## config.mk

```make
export PLATFORM = sky130hd
export DESIGN_NAME = sdio_cmd_engine
export DESIGN_NICKNAME = d
export VERILOG_FILES = /design/src/rtl/sdio_cmd_engine.sv
export SDC_FILE = /design/constraint.sdc
export NUM_CORES = 1
export LEC_CHECK = 0
export ABC_AREA = 1
export ABC_CLOCK_PERIOD_IN_PS = 2820
export BUFFER_PORTS_ARGS = -buffer_cell sky130_fd_sc_hd__buf_4
export CAP_MARGIN = 5
export CORE_AREA = 2 2 169 171
export CTS_CLUSTER_SIZE = 40
export DETAILED_ROUTE_END_ITERATION = 6
export DIE_AREA = 0 0 171 173
export PLACE_DENSITY = 0.76
export SLEW_MARGIN = 20
export SYNTH_ARGS = -nofsm -noshare
export SYNTH_HDL_FRONTEND = slang
export SYNTH_SLANG_ARGS = --single-unit
```

## constraint.sdc

```tcl
create_clock -name sd_clk -period 2.82 [get_ports sd_clk]
set_input_delay 0.564 -clock sd_clk [delete_from_list [all_inputs] [get_ports sd_clk]]
set_output_delay 0.564 -clock sd_clk [all_outputs]
set_load 0.02 [all_outputs]
```

## src/rtl/sdio_cmd_engine.sv

```systemverilog
`default_nettype none
// ============================================================================
// Module   : sdio_cmd_engine
// Purpose  : Sends one SD command frame on CMD and collects/checks the response.
// Revision : 1.0
// ============================================================================
module sdio_cmd_engine #(
   parameter int TIMEOUT_CYCLES = 64
) (
   input  logic         rstn,
   input  logic         sd_clk,
   input  logic         cmd_sd_rst,
   input  logic         cmd_start,
   input  logic [5:0]   cmd_index,
   input  logic [31:0]  cmd_arg,
   input  logic [1:0]   resp_type,
   input  logic         cmd_in,
   output logic         cmd_out,
   output logic         cmd_oe,
   output logic [127:0] resp,
   output logic         cmd_busy,
   output logic         cmd_done_event,
   output logic         cmd_index_err_event,
   output logic         cmd_end_err_event,
   output logic         cmd_crc_err_event,
   output logic         cmd_timeout_err_event
);

   localparam int                c_TO_W   = $clog2(TIMEOUT_CYCLES + 1);
   localparam logic [c_TO_W-1:0] c_TO_MAX = c_TO_W'(TIMEOUT_CYCLES);
   localparam logic [c_TO_W-1:0] c_TO_ONE = c_TO_W'(1);

   typedef enum logic [2:0] {
      S_IDLE = 3'd0,
      S_TX   = 3'd1,
      S_WAIT = 3'd2,
      S_RX   = 3'd3,
      S_FIN  = 3'd4
   } state_t;

   function automatic logic [6:0] crc7_step(input logic [6:0] crc, input logic din);
      logic fb;
      fb = din ^ crc[6];
      return {crc[5:0], 1'b0} ^ {3'b000, fb, 2'b00, fb};
   endfunction

   function automatic logic [6:0] crc7_bits(input logic [39:0] d);
      logic [6:0] c;
      c = 7'd0;
      for (int i = 39; i >= 0; i--) c = crc7_step(c, d[i]);
      return c;
   endfunction

   state_t              r_state;
   logic [47:0]         r_tx;
   logic [127:0]        r_rx;
   logic [6:0]          r_crc;
   logic [7:0]          r_bit_cnt;
   logic [c_TO_W-1:0]   r_to_cnt;
   logic                r_to_flag;
   logic [5:0]          r_index;
   logic [1:0]          r_type;
   logic                r_out;
   logic                r_oe;
   logic                r_busy;
   logic [127:0]        r_resp;
   logic                r_done_ev;
   logic                r_idx_ev;
   logic                r_end_ev;
   logic                r_crc_ev;
   logic                r_to_ev;

   logic [39:0]         w_tx_head;
   logic [6:0]          w_tx_crc;
   logic [47:0]         w_frame;
   logic [7:0]          w_bit_next;
   logic [7:0]          w_rx_len;
   logic                w_crc_en;
   logic [c_TO_W-1:0]   w_to_next;

   assign w_tx_head  = {2'b01, cmd_index, cmd_arg};
   assign w_tx_crc   = crc7_bits(w_tx_head);
   assign w_frame    = {w_tx_head, w_tx_crc, 1'b1};
   assign w_bit_next = r_bit_cnt + 8'd1;
   assign w_rx_len   = (r_type == 2'd2) ? 8'd136 : 8'd48;
   assign w_to_next  = r_to_cnt + c_TO_ONE;

   // R136 CRC skips the start/transmission/reserved byte (received bits 1..8)
   assign w_crc_en   = (r_type == 2'd2) ? (w_bit_next >= 8'd9 && w_bit_next <= 8'd128)
                                        : (w_bit_next <= 8'd40);

   always_ff @(posedge sd_clk or negedge rstn) begin
      if (!rstn) begin
         r_state   <= S_IDLE;
         r_tx      <= '0;
         r_rx      <= '0;
         r_crc     <= '0;
         r_bit_cnt <= '0;
         r_to_cnt  <= '0;
         r_to_flag <= 1'b0;
         r_index   <= '0;
         r_type    <= '0;
         r_out     <= 1'b1;
         r_oe      <= 1'b0;
         r_busy    <= 1'b0;
         r_resp    <= '0;
         r_done_ev <= 1'b0;
         r_idx_ev  <= 1'b0;
         r_end_ev  <= 1'b0;
         r_crc_ev  <= 1'b0;
         r_to_ev   <= 1'b0;
      end else begin
         r_done_ev <= 1'b0;
         r_idx_ev  <= 1'b0;
         r_end_ev  <= 1'b0;
         r_crc_ev  <= 1'b0;
         r_to_ev   <= 1'b0;
         if (cmd_sd_rst) begin
            r_state   <= S_IDLE;
            r_oe      <= 1'b0;
            r_out     <= 1'b1;
            r_bit_cnt <= '0;
            r_to_cnt  <= '0;
            r_to_flag <= 1'b0;
            r_busy    <= 1'b0;
         end else begin
            // busy trails the state by one edge so it still covers the event cycle
            r_busy <= (r_state != S_IDLE);
            case (r_state)
               S_IDLE: begin
                  if (cmd_start) begin
                     r_index   <= cmd_index;
                     r_type    <= resp_type;
                     r_out     <= w_frame[47];
                     r_tx      <= {w_frame[46:0], 1'b0};
                     r_oe      <= 1'b1;
                     r_bit_cnt <= 8'd1;
                     r_to_flag <= 1'b0;
                     r_busy    <= 1'b1;
                     r_state   <= S_TX;
                  end
               end
               S_TX: begin
                  if (r_bit_cnt == 8'd48) begin
                     r_oe      <= 1'b0;
                     r_out     <= 1'b1;
                     r_bit_cnt <= '0;
                     r_to_cnt  <= '0;
                     r_state   <= (r_type == 2'd0) ? S_FIN : S_WAIT;
                  end else begin
                     r_out     <= r_tx[47];
                     r_tx      <= {r_tx[46:0], 1'b0};
                     r_bit_cnt <= w_bit_next;
                  end
               end
               S_WAIT: begin
                  if (!cmd_in) begin
                     r_rx      <= '0;
                     r_crc     <= '0;
                     r_bit_cnt <= 8'd1;
                     r_state   <= S_RX;
                  end else if (w_to_next == c_TO_MAX) begin
                     r_to_cnt  <= w_to_next;
                     r_to_flag <= 1'b1;
                     r_state   <= S_FIN;
                  end else begin
                     r_to_cnt  <= w_to_next;
                  end
               end
               S_RX: begin
                  r_rx      <= {r_rx[126:0], cmd_in};
                  r_bit_cnt <= w_bit_next;
                  if (w_crc_en) r_crc <= crc7_step(r_crc, cmd_in);
                  if (w_bit_next == w_rx_len) r_state <= S_FIN;
               end
               S_FIN: begin
                  r_state   <= S_IDLE;
                  r_bit_cnt <= '0;
                  r_to_cnt  <= '0;
                  r_to_flag <= 1'b0;
                  if (r_to_flag) begin
                     r_to_ev <= 1'b1;
                  end else begin
                     r_done_ev <= 1'b1;
                     if (r_type != 2'd0) begin
                        r_end_ev <= ~r_rx[0];
                        r_crc_ev <= (r_type != 2'd3) && (r_rx[7:1] != r_crc);
                        r_idx_ev <= (r_type == 2'd1) && (r_rx[45:40] != r_index);
                        r_resp   <= (r_type == 2'd2) ? r_rx : {96'd0, r_rx[39:8]};
                     end
                  end
               end
               default: r_state <= S_IDLE;
            endcase
         end
      end
   end

   assign cmd_out               = r_out;
   assign cmd_oe                = r_oe;
   assign resp                  = r_resp;
   assign cmd_busy              = r_busy;
   assign cmd_done_event        = r_done_ev;
   assign cmd_index_err_event   = r_idx_ev;
   assign cmd_end_err_event     = r_end_ev;
   assign cmd_crc_err_event     = r_crc_ev;
   assign cmd_timeout_err_event = r_to_ev;

endmodule
`default_nettype wire

```

After elaboration in Yosys (flattened, before gate mapping)

Cells that the tools add are included.

Bitwise gates (word level): 78
$add $sub $neg: 2
Equal/unequal tests: 23
Reductions and logical operators: 24
Multiplexer cells: 61
Order comparisons: 3

Operators by type and width:

| kind                                                 | number |
|---|---|
| XOR 7 x 4 -> 7 bit                                   | 37 |
| two-way mux 128 bit                                  | 2 |
| one-hot mux 128 bit (2 select lines)                 | 1 |
| two-way mux 48 bit                                   | 2 |
| one-hot mux 48 bit (2 select lines)                  | 1 |
| two-way mux 8 bit                                    | 5 |
| one-hot mux 8 bit (5 select lines)                   | 1 |
| XOR 1 bit                                            | 36 |
| two-way mux 7 bit                                    | 5 |
| two-way mux 1 bit                                    | 31 |
| two-way mux 3 bit                                    | 7 |
| one-hot mux 7 bit (3 select lines)                   | 1 |
| AND reduction 4 bit                                  | 5 |
| inequality test 3 bit (second input constant)        | 6 |
| AND reduction 3 bit                                  | 5 |
| one-hot mux 7 bit (2 select lines)                   | 1 |
| one-hot mux 3 bit (4 select lines)                   | 1 |
| inequality test 2 bit (second input constant)        | 5 |
| adder 8 x 1 -> 8 bit (second input constant)         | 1 |
| == test 8 x 6 -> 1 bit (second input constant)       | 1 |
| == test 8 bit                                        | 1 |
| >= comparator 8 x 4 -> 1 bit (second input constant) | 1 |
| <= comparator 8 x 6 -> 1 bit (second input constant) | 1 |
| <= comparator 8 bit (second input constant)          | 1 |
| 23 further kinds                                     | 33 |

Output and inout bits: 136
Word-level logic and storage cells: 209
Register bits after elaboration: 346
Input bits: 45

Depth between registers and ports, before layout

Gate-level depths: netlist (run 1).

Word-level depth: 74
Gate-level depth with buffers: 28
Mapped depth without buffers: 28

Worst setup path after synthesis (run 1)

OpenSTA, ideal clock, no wires.

Kind: input to register
Start: input cmd_index[3]
End: register r_tx[7]
Arrival time: 2.324 ns
Stages on the path: 23
Slack: 0.380 ns
Library setup time: 0.116 ns
Data required time: 2.704 ns
Path buffers: 1
Cells stage by stage: buf_4 > xnor2_1 > nand2_2 > nand2_2 > nand2_2 > nand2_2 > nand2_1 > nand2_1 > nand3_1 > nand2_2 > nand2_1 > nand2_2 > nand3_2 > nand2_4 > nand2_2 > nand2_2 > nand2_1 > nand3_1 > nand2_1 > nand2_1 > nand3_1 > nand2_1 > nand2_1

Word-level cells in the longest chain between the ends: 45
Elaborated cells between the ends (all ways): 57
Those cells by class: mux: 2; bitwise: 55

RTL lines:

| item                                                   | RTL line | text |
|---|---|---|
| start, declared                                        | 14       | `input logic [5:0] cmd_index,` |
| XOR 1 bit *                                            | 43       | `fb = din ^ crc[6];` |
| XOR 7 x 4 -> 7 bit * (4 in series)                     | 44       | `return {crc[5:0], 1'b0} ^ {3'b000, fb, 2'b00, fb};` |
| XOR 1 bit / XOR 7 x 4 -> 7 bit (equally long branches) | 43, 44   |  |
| XOR 7 x 4 -> 7 bit * (4 in series)                     | 44       |  |
| XOR 1 bit / XOR 7 x 4 -> 7 bit (equally long branches) | 43, 44   |  |
| XOR 7 x 4 -> 7 bit * (4 in series)                     | 44       |  |
| XOR 1 bit / XOR 7 x 4 -> 7 bit (equally long branches) | 43, 44   |  |
| XOR 7 x 4 -> 7 bit * (4 in series)                     | 44       |  |
| XOR 1 bit / XOR 7 x 4 -> 7 bit (equally long branches) | 43, 44   |  |
| XOR 7 x 4 -> 7 bit * (7 in series)                     | 44       |  |
| XOR 1 bit / XOR 7 x 4 -> 7 bit (equally long branches) | 43, 44   |  |
| XOR 7 x 4 -> 7 bit * (7 in series)                     | 44       |  |
| XOR 1 bit / XOR 7 x 4 -> 7 bit (equally long branches) | 43, 44   |  |
| XOR 7 x 4 -> 7 bit * (6 in series)                     | 44       |  |
| two-way mux 48 bit *                                   | 131      | `if (cmd_start) begin` |
| one-hot mux 48 bit (2 select lines) *                  | 129      | `case (r_state)` |
| end signal, assigned                                   | 135      | `r_tx <= {w_frame[46:0], 1'b0};` |
| end signal, assigned                                   | 152      | `r_tx <= {r_tx[46:0], 1'b0};` |
| end, declared                                          | 55       | `logic [47:0] r_tx;` |

Mark *: on every way between the ends. The rest lies on a longest branch, timed or not. The select of a mux whose other input is x is not followed.
A chain may end at the register's enable or synchronous reset.

Worst setup path in the final report (run 1)

Start: register r_state[0]
End: register r_tx[47]

Word-level cells in the longest chain between the ends: 3
Elaborated cells between the ends (all ways): 7
Those cells by class: eq/ne: 3; mux: 1; reduce/logical: 3

RTL lines:

| item                                                                         | RTL line | text |
|---|---|---|
| start, declared                                                              | 54       | `state_t r_state;` |
| start signal, assigned                                                       | 149      | `r_state <= (r_type == 2'd0) ? S_FIN : S_WAIT;` |
| == test 3 x 1 -> 1 bit / logical NOT 3 bit (equally long branches)           | 129      |  |
| inequality test 2 bit (no line) / nonzero test 2 bit (equally long branches) | n/a      |  |
| AND reduction 4 bit (no line)                                                | n/a      |  |

Several ways; a longest one is shown, not always the timed one.

==> flow_metrics.py, run 1 <==
metrics = {
    "outcome": {
        "outcome": "completed",
    },
    "grt": {
        "grt_pass1_wl_um": 59980,
        "grt_max_degree": 128,
        "grt-ovfl-total": 0,
        "grt_pass1_vias": 12014,
        "grt.total_usage": 0.2453,
        "antenna_found_initial": 0,
    },
    "routing": {
        "vias": 12529,
        "wl_met2_um": 17110,
        "top_layer": "met4",
        "routedWlPerCell_um": 15.48,
        "wl_met3_um": 2022,
        "drt_wl_total_um": 35780,
        "firstDrtPassIters": 5,
        "drcViolationCount": 0,
        "ant_nets": 0,
        "drt_iter0_markers": 978,
        "viasPerCell": 5.419,
        "wl_met1_um": 15860,
    },
    "worst_setup_path": {
        "critPathCaptureType": "flop",
        "crit_chain": "nor2_1, inv_1, nor2_1, nand2_1, o21ai_1, nor2_1, nor2_2, inv_2, buf_12, o21ai_0, o21ai_0",
        "r2r-start": "r_state[0]$_DFFE_PN0P_",
        "startpoint_type": "flop",
        "critPathTopFamily": "simple AND/OR/NAND/NOR gates",
        "slowest_delay_ns": 0.44,
        "crit_required_ns": 3.20,
        "cp_slowest_cell": "dfrtp_1",
        "critical_path.most_common_cell": "nor2_1",
        "criticalPathCategory": "flop to flop",
        "crit_fanout": 60,
        "crit_buf_inv": 3,
        "cp_data_arrival_time_ns": 2.96,
        "regToRegSetupSlack_ns": 0.24,
        "startpoint": "r_state[0]$_DFFE_PN0P_",
    },
    "synth": {
        "avgSynthCellArea_um2": 8.650,
        "synthesis.area_mm2": 0.01514,
        "synthArstFlopShare": 1.000,
        "yosysUniqueCellTypes": 37,
        "synth-edff-count": 0,
        "seq_area_frac_synth": 0.5704,
        "synthTopCellsByArea": "dfrtp_1 57%, nand2_1 12%, o22ai_1 5.8%",
        "yosysTopAreaCellShare": 0.5686,
        "synth_seq_cells": 345,
        "yosys_warnings": 0,
        "yosys_most_used_dff": "dfrtp_1",
        "syn-num-nets": 1798,
        "netlist_instances": 1750,
        "yosysTopAreaCell": "dfrtp_1",
    },
    "pwr": {
        "p_leak_nw": 8.925,
        "ir_worst_vdd_v": 0.0005175,
        "powerDensity_mw_per_mm2": 1116,
    },
    "final_layout": {
        "fin_cells": 2312,
        "drive_gt1_frac": 0.1743,
        "fin_nets": 1955,
        "antennaDiodeCount": 0,
        "post-route-util": 0.6576,
        "area_growth_pct": 20.02,
    },
    "job": {
        "maxCapViolations": 0,
    },
    "clock_tree": {
        "clk_pin_slew_ns": 0.06,
        "cts_tree": "done",
        "cts_buffer_depth": 3,
        "cts_buffers": 36,
        "clkSinkCount": 345,
        "cts_root_buf": "clkbuf_16",
        "h-tree-depth": 2,
        "clk-insertion-delay-late_ns": 0.52,
    },
    "worst_hold_path": {
        "hold_path_class": "input port to flop",
        "worstHoldStart": "resp_type[1]",
    },
    "sta": {
        "fmax_ghz": 0.3883,
        "skew_ns": 0.01380,
        "drv_slew": 0,
        "rsz0062_at_grt": "no",
        "relSlewSlack": 0.3781,
        "fin_crit_ns": 2.575,
        "tightest_slew_ns": 0.9328,
        "finalCritPeriodShare": 0.9133,
        "setup-violations-final": 0,
        "final_hold_viol_count": 0,
        "setup_ws_ns": 0.2445,
    },
    "die": {
        "coreArea_mm2": 0.02763,
        "die_area_mm2": 0.02958,
        "initial_utilization": 0.5479,
        "dieWidth_um": 171,
        "std_cell_rows": 61,
        "die-height_um": 173,
        "io_pins": 181,
    },
    "placement": {
        "numPortBuffers": 180,
        "dpl.hpwl_um": 23690,
        "dp_slack_ns": -0.07959,
        "gp_congestion": 0.8750,
        "placed_cells": 2246,
    },
}
per-stage QoR:
step	setup TNS (ns)	cell area, um2	power, mW	hold WS (ns)
after floorplan	0	15140	12.68	0.2684
after global placement	0	16920	15.14	0.4474
after detailed placement	-0.2775	16920	15.43	0.4402
after CTS	0	18170	20.40	0.2465
after global routing	0	18170	21.69	0.2829
final	0	18170	20.28	0.2608
tightest hold or removal path: cells and delay by family:
kind	cells	cell delay [ns]
AND/OR/NAND/NOR	1	0.04
buffers and inverters	1	0.07
AO/OA/AOI/OAI	1	0.05
cell usage after synthesis (2+ instances only):
master	instances
o22ai_1	140
xnor2_1	8
inv_1	210
nand2_2	41
nand2_4	5
nand4_1	6
o311ai_0	2
buf_1	8
a22o_1	2
o21ai_1	5
nand2_1	468
o32ai_1	2
dfrtp_1	344
nand3_1	53
nor2_1	107
a21oi_1	9
nor3_1	10
o31ai_1	4
inv_2	17
nand3b_1	8
o21ai_0	123
buf_2	9
a31oi_1	72
buf_4	2
clkbuf_1	64
xor2_1	11
nand3_2	8
ha_1	3
layer usage:
metal,up-vias,GRT usage
met3,58,0.03548
li1,6043,-
met4,0,0.06744
met5,-,0
met1,6038,0.3505
met2,390,0.3943
placed cells by master (no fill, tap or decap), types with 2 or more instances in the layout:
cell type	netlist	final
nand3_1	53	53
nand2_2	41	43
nor3_1	10	9
o21ai_0	123	123
o32ai_1	2	2
buf_12	0	8
a22o_1	2	2
o31ai_1	4	4
o311ai_0	2	2
nor2_1	107	105
inv_1	210	209
bufinv_16	0	4
dfrtp_1	344	344
ha_1	3	3
a21oi_1	9	9
xor2_1	11	11
nand4_1	6	6
a31oi_1	72	72
nand3_2	8	8
o22ai_1	140	140
nand3b_1	8	8
xnor2_1	8	8
inv_2	17	17
clkbuf_16	0	38
clkbuf_8	0	5
buf_4	2	192
clkinv_2	0	8
nand2_1	468	465
nand2_4	5	6
nor2_2	1	2
o21ai_1	5	5
clkbuf_1	64	9
final cells by class:
cell class | instances | area [um2]
fillers | 2292 | 9460
flip-flops and latches | 345 | 8635
multi-input cells | 1095 | 5349
repair buffers | 202 | 1627
clock buffers | 52 | 1054
inverters | 227 | 853.3
well taps | 378 | 473.0
clock inverters | 13 | 178.9
logic make-up (layout without fill, tap and decap cells):
group / Yosys count / in the layout / share of synthesized area
adders and majority gates: 3 / 3 / 0.002480
xor gates and xnor gates: 19 / 19 / 0.01099
and+or+nand+nor: 710 / 710 / 0.1975
buffers and inverters: 310 / 494 / 0.07811
AOI/OAI and AO/OA: 363 / 363 / 0.1405
DFF: 345 / 345 / 0.5704
power by group:
| part | switching, mW | internal (mW) |
|---|---|---|
| logic | 4.84 | 2.77 |
| registers | 1.02 | 6.77 |
| clock network | 1.90 | 2.97 |
repair_timing:
item	CTS	global route
hold buffers	1	0
gates resized for setup	0	1
endpoints found under the hold margin	44	0
setup endpoints to repair	0	1
buffers inserted	0	0
path summary, 6_finish.rpt:
check | to | cells after the start
worst max-delay path | r_tx[47]$_DFFE_PN0P_ | 11
worst min-delay path | r_type[1]$_DFFE_PN0P_ | 3
worst max register to register | r_tx[47]$_DFFE_PN0P_ | 11
worst min register to register | cmd_end_err_event$_DFF_PN0_ | 1
max in group asynchronous | resp[5]$_DFFE_PN0P_ | 3
min in group asynchronous | resp[104]$_DFFE_PN0P_ | 2
state kept, by name, summed over array words and instances, names as in the netlist:
signal,cells
r_index,6
cmd_index_err_event,1
resp,128
cmd_out,1
cmd_busy,1
cmd_end_err_event,1
r_to_cnt,7
cmd_oe,1
r_bit_cnt,8
cmd_done_event,1
r_to_flag,1
r_rx,128
r_state,3
r_type,2
cmd_timeout_err_event,1
r_crc,7
cmd_crc_err_event,1
r_tx,47
Note: power is estimated with default switching activity, not from simulation.
==> run 2, diff against run 1 <==
--- a/config.mk
+++ b/config.mk
@@ -10,6 +10,7 @@
 export BUFFER_PORTS_ARGS = -buffer_cell sky130_fd_sc_hd__buf_4
 export CAP_MARGIN = 5
 export CORE_AREA = 2 2 169 171
+export CTS_BUF_LIST = sky130_fd_sc_hd__clkbuf_8
 export CTS_CLUSTER_SIZE = 40
 export DETAILED_ROUTE_END_ITERATION = 6
 export DIE_AREA = 0 0 171 173
==> flow_metrics.py, run 2 (synthesis gave the netlist of run 1 again) <==
metrics = {
    "pwr": {
        "p_seq_frac": 0.403,
        "ir_worst_vdd_v": 0.0006105,
        "clkPwrFrac": 0.205,
        "internal_power_mw": 11.64,
        "swShare": 0.3974,
        "power_switching_mw": 7.677,
        "p_leak_nw": 8.936,
        "powerDensity_mw_per_mm2": 1075,
        "p_comb_frac": 0.392,
        "finalPower_mw": 19.32,
    },
    "final_layout": {
        "area_growth_pct": 18.66,
        "fillers": 2334,
        "fin_nets": 1973,
        "fin_cells": 2340,
        "final_cell_mix": "465 x nand2_1, 344 x dfrtp_1, 232 x inv_1, 192 x buf_4, 140 x o22ai_1",
        "drive_gt1_frac": 0.1794,
        "final_common_cell": "nand2_1",
        "antennaDiodeCount": 0,
    },
    "worst_setup_path": {
        "crit_fanout": 60,
        "critical_path.most_common_cell": "nor2_1",
        "startpoint_type": "flop",
        "cp_data_arrival_time_ns": 3.03,
        "cp_slowest_cell": "dfrtp_1",
        "critPathCaptureType": "flop",
        "crit_buf_inv": 3,
        "criticalPathCategory": "flop to flop",
        "crit_chain": "nor2_1, inv_1, nor2_1, nand2_1, o21ai_1, nor2_1, nor2_2, inv_2, buf_12, o21ai_0, o21ai_0",
        "regToRegSetupSlack_ns": 0.24,
        "r2r_cells": 11,
        "critPathTopFamily": "simple AND/OR/NAND/NOR gates",
        "slowest_delay_ns": 0.44,
        "crit_required_ns": 3.28,
        "r2r-start": "r_state[0]$_DFFE_PN0P_",
        "r2r-end": "r_tx[47]$_DFFE_PN0P_",
    },
    "worst_hold_path": {
        "min_to": "r_type[1]$_DFFE_PN0P_",
        "hold_path_class": "input port to flop",
        "worstHoldStart": "resp_type[1]",
        "hold_path_depth": 3,
    },
    "sta": {
        "holdWs_ns": 0.1878,
        "tightest_slew_ns": 0.8930,
        "final.setup.tns_ns": 0,
        "fin_crit_ns": 2.577,
        "finalCritPeriodShare": 0.9139,
        "drv_slew": 0,
        "skew_ns": 0.01847,
        "relSlewSlack": 0.4047,
        "setup-violations-final": 0,
        "final_hold_viol_count": 0,
        "fmax_ghz": 0.3880,
        "rsz0062_at_grt": "no",
    },
    "clock_tree": {
        "clk-insertion-delay-late_ns": 0.59,
        "h-tree-depth": 2,
        "cts_buffers": 54,
        "clk_pin_slew_ns": 0.06,
        "clkSinkCount": 345,
        "cts_buffer_depth": 3,
        "cts_root_buf": "clkbuf_8",
        "post_cts_buffers": 0,
        "cts_tree": "done",
    },
    "routing": {
        "drcViolationCount": 0,
        "vias": 12462,
        "drt_wl_total_um": 34980,
        "routedWlPerCell_um": 14.95,
        "ant_nets": 0,
        "viasPerCell": 5.326,
        "firstDrtPassIters": 7,
        "drt_iter0_markers": 936,
    },
    "grt": {
        "grt_pass1_vias": 11977,
        "grt.total_usage": 0.2399,
        "antenna_found_initial": 0,
        "grt_pass1_wl_um": 58930,
        "grt-ovfl-total": 0,
        "grt_max_degree": 128,
    },
    "die": {
        "initial_utilization": 0.5479,
        "die-height_um": 173,
        "dieWidth_um": 171,
        "io_pins": 181,
        "std_cell_rows": 61,
        "die_area_mm2": 0.02958,
        "coreArea_mm2": 0.02763,
    },
    "placement": {
        "numPortBuffers": 180,
        "dpl.hpwl_um": 23690,
        "gp_congestion": 0.8750,
        "placed_cells": 2246,
    },
    "outcome": {
        "outcome": "completed",
    },
    "job": {
        "maxCapViolations": 0,
    },
}
-- run 2: cell count changes in the layout (fill, tap and decap cells not counted), sizes merged --
cell | previous run | this run
bufinv | 4 | 1
inv | 226 | 251
clkinvlp | 1 | 0
clkinv | 9 | 6
clkbuf | 52 | 62
-- run 2: stage by stage --
stage          area (um2)  utilization  worst slack, ns
2_1_floorplan       15140            -           0.3800
3_3_place_gp        16920       0.6125          0.04964
3_5_place_dp        16920       0.6125         -0.07959
4_1_cts             17960       0.6499           0.2371
5_1_grt             17960       0.6502          0.03649
6_report            17960       0.6502           0.2427
-- run 2: how the worst max path moves through the flow --
stage / to / slack, ns / from / cells after the start
5_1_grt: r_tx[28]$_DFFE_PN0P_ / 0.04 / r_state[0]$_DFFE_PN0P_ / 11
3_3_place_gp: r_tx[7]$_DFFE_PN0P_ / 0.05 / cmd_index[5] / 25
4_1_cts: resp[29]$_DFFE_PN0P_ / 0.24 / r_state[0]$_DFFE_PN0P_ / 10
6_report: r_tx[47]$_DFFE_PN0P_ / 0.24 / r_state[0]$_DFFE_PN0P_ / 11
3_5_place_dp: r_tx[7]$_DFFE_PN0P_ / -0.08 / cmd_index[5] / 25
2_1_floorplan: r_tx[7]$_DFFE_PN0P_ / 0.38 / cmd_index[3] / 23
-- run 2: timing repair --
| action | in CTS | in global routing |
|---|---|---|
| hold buffers | 1 | 0 |
| resized for setup | 0 | 2 |
| setup endpoints to repair | 0 | 7 |
| hold endpoints to repair | 54 | 0 |
-- run 2: cell type report --
class | count | area [um2] | area share
sequential | 345 | 8635 | 0.4807
multi-input combinational | 1095 | 5354 | 0.2980
timing repair buffer | 202 | 1627 | 0.09055
clock buffer | 62 | 853.3 | 0.04750
inverter | 227 | 853.3 | 0.04750
tap | 378 | 473.0 | 0.02633
clock inverter | 31 | 168.9 | 0.009403
-- run 2: power groups by stage --
| stage | Combinational [mW] | Clock [mW] | Sequential (mW) |
|---|---|---|---|
| 2_1_floorplan | 4.19 | 0 | 8.50 |
| 3_3_place_gp | 7.36 | 0 | 7.79 |
| 3_5_place_dp | 7.58 | 0 | 7.85 |
| 4_1_cts | 7.61 | 4.07 | 7.78 |
| 5_1_grt | 8.48 | 4.30 | 7.98 |
| 6_report | 7.57 | 3.97 | 7.78 |
-- run 2: routing by layer --
| layer | GRT usage | vias up | routed length (um) |
|---|---|---|---|
| met5 | 0 | - | 0 |
| met4 | 0.07168 | 0 | 788 |
| met2 | 0.3787 | 331 | 16440 |
| met1 | 0.3440 | 5979 | 16000 |
| li1 | - | 6082 | - |
| met3 | 0.03868 | 70 | 1751 |
-- run 2: worst reg2reg max path: cells and delay by family (launching register included) --
family	cells	cell delay, ns
AOI/OAI and AO/OA	3	0.37
buffers and inverters	3	0.64
and+or+nand+nor	5	1.00
DFF	1	0.44
